File: src/rtl/fpm_rr_scheduler.sv
// Round-robin front end that shares one two-stage registered FP multiplier among
// NUM_REQ requesters, with a tag pipe routing each result back to its owner.
module fpm_rr_scheduler #(
    parameter int NUM_REQ = 4,
    parameter int ID_W    = 2,
    parameter int LATENCY = 2
) (
    input  logic                   clk,
    input  logic                   reset,
    input  logic [NUM_REQ-1:0]     req_valid,
    input  logic [32*NUM_REQ-1:0]  req_a,
    input  logic [32*NUM_REQ-1:0]  req_b,
    output logic [NUM_REQ-1:0]     req_ready,
    output logic                   mul_en,
    output logic [31:0]            mul_a,
    output logic [31:0]            mul_b,
    input  logic [31:0]            mul_result,
    input  logic                   mul_overflow,
    output logic                   resp_valid,
    output logic [ID_W-1:0]        resp_id,
    output logic [31:0]            resp_result,
    output logic                   resp_overflow,
    input  logic                   resp_ready,
    output logic [ID_W:0]          in_flight
);

    logic               stall;
    logic               grant_valid;
    logic [ID_W-1:0]    grant_id;
    logic               hi_hit;
    logic               lo_hit;
    logic [ID_W-1:0]    hi_id;
    logic [ID_W-1:0]    lo_id;
    logic [ID_W-1:0]    ptr;
    logic [LATENCY-1:0] tag_valid;
    logic [LATENCY-1:0] next_valid;
    logic [ID_W-1:0]    tag_id [LATENCY];
    logic [ID_W:0]      valid_count;

    assign resp_valid    = tag_valid[LATENCY-1];
    assign resp_id       = tag_id[LATENCY-1];
    assign resp_result   = resp_valid ? mul_result : 32'd0;
    assign resp_overflow = resp_valid & mul_overflow;
    assign stall         = resp_valid & ~resp_ready;
    assign mul_en        = ~stall;

    // Lowest requester above the last winner takes priority; otherwise wrap to the lowest at or below it.
    always_comb begin
        hi_hit = 1'b0;
        lo_hit = 1'b0;
        hi_id  = '0;
        lo_id  = '0;
        for (int i = NUM_REQ - 1; i >= 0; i--) begin
            if (req_valid[i]) begin
                if (ID_W'(i) > ptr) begin
                    hi_hit = 1'b1;
                    hi_id  = ID_W'(i);
                end else begin
                    lo_hit = 1'b1;
                    lo_id  = ID_W'(i);
                end
            end
        end
        grant_valid = (hi_hit | lo_hit) & ~stall & reset;
        grant_id    = hi_hit ? hi_id : lo_id;
    end

    always_comb begin
        req_ready = '0;
        mul_a     = 32'd0;
        mul_b     = 32'd0;
        for (int i = 0; i < NUM_REQ; i++) begin
            if (grant_valid && (grant_id == ID_W'(i))) begin
                req_ready[i] = 1'b1;
                mul_a        = req_a[32*i +: 32];
                mul_b        = req_b[32*i +: 32];
            end
        end
    end

    // in_flight is registered, so it is counted from the valids the pipe is about to hold.
    always_comb begin
        next_valid    = '0;
        next_valid[0] = grant_valid;
        for (int i = 1; i < LATENCY; i++) begin
            next_valid[i] = tag_valid[i-1];
        end
        valid_count = '0;
        for (int i = 0; i < LATENCY; i++) begin
            valid_count = valid_count + (ID_W+1)'(next_valid[i]);
        end
    end

    always_ff @(posedge clk or negedge reset) begin
        if (!reset) begin
            tag_valid <= '0;
            for (int i = 0; i < LATENCY; i++) begin
                tag_id[i] <= '0;
            end
            ptr       <= ID_W'(NUM_REQ - 1);
            in_flight <= '0;
        end else if (mul_en) begin
            tag_valid <= next_valid;
            tag_id[0] <= grant_id;
            for (int i = 1; i < LATENCY; i++) begin
                tag_id[i] <= tag_id[i-1];
            end
            in_flight <= valid_count;
            if (grant_valid) begin
                ptr <= grant_id;
            end
        end
    end

endmodule

File: config.mk
export PLATFORM = sky130hd
export DESIGN_NAME = fpm_rr_scheduler
export DESIGN_NICKNAME = d
export VERILOG_FILES = /design/src/rtl/fpm_rr_scheduler.sv
export SDC_FILE = /design/constraint.sdc
export NUM_CORES = 1
export LEC_CHECK = 0
export BUFFER_PORTS_ARGS = -buffer_cell sky130_fd_sc_hd__clkbuf_2
export CAP_MARGIN = 10
export CELL_PAD_IN_SITES_DETAIL_PLACEMENT = 0
export CELL_PAD_IN_SITES_GLOBAL_PLACEMENT = 1
export CORE_AREA = 2 2 159 161
export DETAILED_ROUTE_END_ITERATION = 7
export DIE_AREA = 0 0 161 163
export PLACE_DENSITY = 0.64
export SLEW_MARGIN = 20
export SYNTH_ARGS = -nofsm -noshare
export SYNTH_HDL_FRONTEND = slang
export SYNTH_SLANG_ARGS = --single-unit
File: constraint.sdc
create_clock -name clk -period 4.8 [get_ports clk]
set_clock_uncertainty 0.05 [all_clocks]
set_input_delay 0 -clock clk [delete_from_list [all_inputs] [get_ports clk]]
set_output_delay 0 -clock clk [all_outputs]
set_load 0.02 [all_outputs]
==> flow_summary.json <==
{
  "run_status": "complete, no violations",
  "synth_cell_type_count": 33,
  "area_occupied_by_registers_sq_um": 253,
  "worst_pin_slew_ns": 1.05,
  "vias": 3913,
  "globalRouteTotalUtil_pct": 9.01,
  "floorplan.die.height_um": 163,
  "synthesis.area_sq_um": 2850,
  "worstReg2RegStart": "tag_valid[1]$_DFFE_PN0N_",
  "die_area_sq_um": 26200,
  "worst-endpoint-required_ns": 4.75,
  "finalCriticalPeriod_ns": 3.27,
  "slew_viol_final": 0,
  "buffer_ports.inserted": 402,
  "clk_pin_slew_ns": 0.04,
  "htreeDepth": 1,
  "worst-path-max-fanout": 64,
  "pre_cts_ws_ns": 1.74,
  "synth.ff_latch_count": 10,
  "synth.largest_area_cell": "mux2i_1",
  "setup_viol": 0,
  "regToRegEndpoint": "ptr[0]$_DFFE_PN1P_",
  "synthMostInstantiatedCell": "mux2i_1",
  "finalHoldViolations": 0,
  "cap_violations": 0,
  "drc": 0,
  "antenna_violating_nets_post_route": 0,
  "wire_per_inst_um": 13.1,
  "grt_use_met1_pct": 11.1,
  "critPathTopFamily": "simple AND/OR/NAND/NOR gates",
  "clk_latency_ns": 0.23,
  "drive_above_1_share_pct": 60.3,
  "tritoncts": "yes",
  "netlist_top_cells_area": "mux2i_1 (45%), o22ai_1 (14%), and2_1 (7.3%)",
  "async_flop_share_pct": 100,
  "synth_cells": 322,
  "power.density_nw_per_um2": 290,
  "netSwitchingPower_uw": 729,
  "globalRouteMet2Util_pct": 16.6,
  "grt_start_max_net_pins": 66,
  "clockRootBuffer": "clkbuf_16",
  "postSynthAreaPerCell_sq_um": 8.84,
  "global_route_wire_length_before_repair_um": 18900,
  "crit_path_end": "mul_b[11]",
  "endpoint_kind": "output pin",
  "r2r_cells": 5,
  "bufs_on_longest_clock_path": 2,
  "timing.setup.critical_path_class": "flop to output pin",
  "via_per_inst": 3.81,
  "synth_edf_count": 0,
  "p_leak_uw": 0.00297,
  "post_cts_resized": 0,
  "critical-path-max-stage-delay_ns": 0.77,
  "grt_util_met3_pct": 1.50,
  "max_freq_mhz": 306,
  "share_clk_of_total_power_pct": 11.1,
  "sequential_cell_fraction_of_total_power_pct": 9.2,
  "period_share_pct": 68.1,
  "total_power_uw": 1460,
  "worst-path-stages": 7,
  "cts_hold_repair.buffers": 1,
  "crit_path_start": "tag_valid[1]$_DFFE_PN0N_",
  "synth_sequential_area_ratio_pct": 8.88,
  "post-cts-setup-buffer-count": 0,
  "grt-busiest-layer": "met2",
  "crit_path_start_kind": "flop",
  "die_w_um": 161,
  "drt_wl_total_um": 13500,
  "switching_share_pct": 50.0,
  "row_count": 58,
  "synth-main-ff-cell": "dfrtp_1",
  "gp_routability_congestion": 0.738,
  "drt_iter0_markers": 103,
  "yosysWarningCount": 0,
  "io-pin-count": 404,
  "drt-pass1-iter-count": 4,
  "vias_in_the_first_global_route": 3645,
  "num-fill-cells": 2840,
  "fin_hold_ws_ns": 0.0934,
  "finalWorstSetupSlack_ns": 1.53,
  "path_cells": "nor2b_1 > clkinv_4 > nand3_4 > inv_4 > nand4_4 > o22ai_1 > clkbuf_2",
  "worst-r2r-setup-slack_ns": 2.09,
  "place.detailed.hpwl_um": 11300,
  "core_area_sq_um": 24700,
  "global_route.overflow_total": 0,
  "fin_nets": 996,
  "tritoncts.num_buffers": 3,
  "peakVddDrop_mv": 0.123,
  "internal_power_uw": 729,
  "multiInputGateArea_sq_um": 2190,
  "timing.setup.tns_ns": 0,
  "timing.critical_path.slowest_stage_cell": "nand4_4",
  "layout-area-overhead-vs-synth_pct": 76.7,
  "post_synth_top_area_share_pct": 45.0,
  "postSynthNetCount": 619,
  "timing.hold.worst.class": "input port to flop",
  "insertedDiodeCount": 0,
  "cp.buffers_inverters": 3,
  "initial_antenna_violation_count": 0,
  "clock_sinks": 10,
  "ys_top_cells_by_count": "mux2i_1 (128), o22ai_1 (64), and2_1 (33)",
  "combinationalPowerShare_pct": 79.7,
  "maxSlewHeadroom_pct": 29.9,
  "initial_core_util_pct": 11.5,
  "worst_ep_arrival_time_ns": 3.22,
  "grt_setup_unrepaired": "no"
}
## sequential cells by signal, summed over array words and instances (netlist names)
signal	cells
ptr	2
in_flight	2
resp_id	2
tag_valid	2
tag_id	2
## cells by family after synthesis
logic type	count (synthesis)	synth area share, %
AOI/OAI and AO/OA	71	16.2
adders and majority gates	1	0.440
buffers and inverters	37	14.3
DFF	10	8.88
muxes	128	45.0
other	1	0.132
and+or+nand+nor	74	15.0
## power groups by stage
stage               clock, uW  sequential [uW]  combinational [uW]
floorplan                   0              130                 910
global placement            0              136                1180
detailed placement          0              136                1170
CTS                       166              135                1180
global route              170              140                1250
finish                    161              135                1160
## tightest hold or removal path, stage by stage
cell      delay (ns)
clkbuf_2        0.08
nor2b_1         0.12
nand2_1         0.10
nand2_1         0.04
## per-stage QoR
step / instance area, sq um / std cells / utilization, %
finish: 5030 / 1028 / 20.4
global route: 5030 / 1028 / 20.4
CTS: 5030 / 1028 / 20.4
detailed placement: 4930 / 1023 / 20.0
global placement: 4930 / 1023 / 20.0
floorplan: 2850 / 322 / -
## layout make-up
cell class | instances | area share (%)
clock buffer | 4 | 1.77
inverter | 2 | 0.299
multi-input combinational | 275 | 43.6
sequential | 10 | 5.03
tap | 330 | 8.21
timing repair buffer | 407 | 41.1
## how the worst min path moves through the flow
stage	startpoint	to	slack [ns]	cells past startpoint
finish	resp_ready	in_flight[0]$_DFFE_PN0N_	0.09	4
global route	resp_ready	in_flight[0]$_DFFE_PN0N_	0.13	4
CTS	resp_ready	in_flight[1]$_DFFE_PN0N_	0.1	4
detailed placement	reset	in_flight[0]$_DFFE_PN0N_	-0.14	1
global placement	reset	tag_valid[1]$_DFFE_PN0N_	-0.15	1
floorplan	reset	in_flight[0]$_DFFE_PN0N_	-0.35	0
## cells in the final DEF (no fill, tap or decap), types with 2 or more instances in the layout
master and instances:
clkbuf_2 402, mux2i_1 128, o22ai_1 64, and2_1 33
nand2_1 22, dfrtp_1 8, nor2_1 6, nand2b_1 4
clkbuf_16 3, buf_4 3, nor2b_1 2, o21ai_1 2
dfstp_2 2
## per-layer routing
layer	routed length [um]	vias to the layer above
met5	0	-
met4	106	0
met3	864	6
met2	6900	175
met1	5590	1769
li1	-	1963
(Power assumes the default switching activity.)
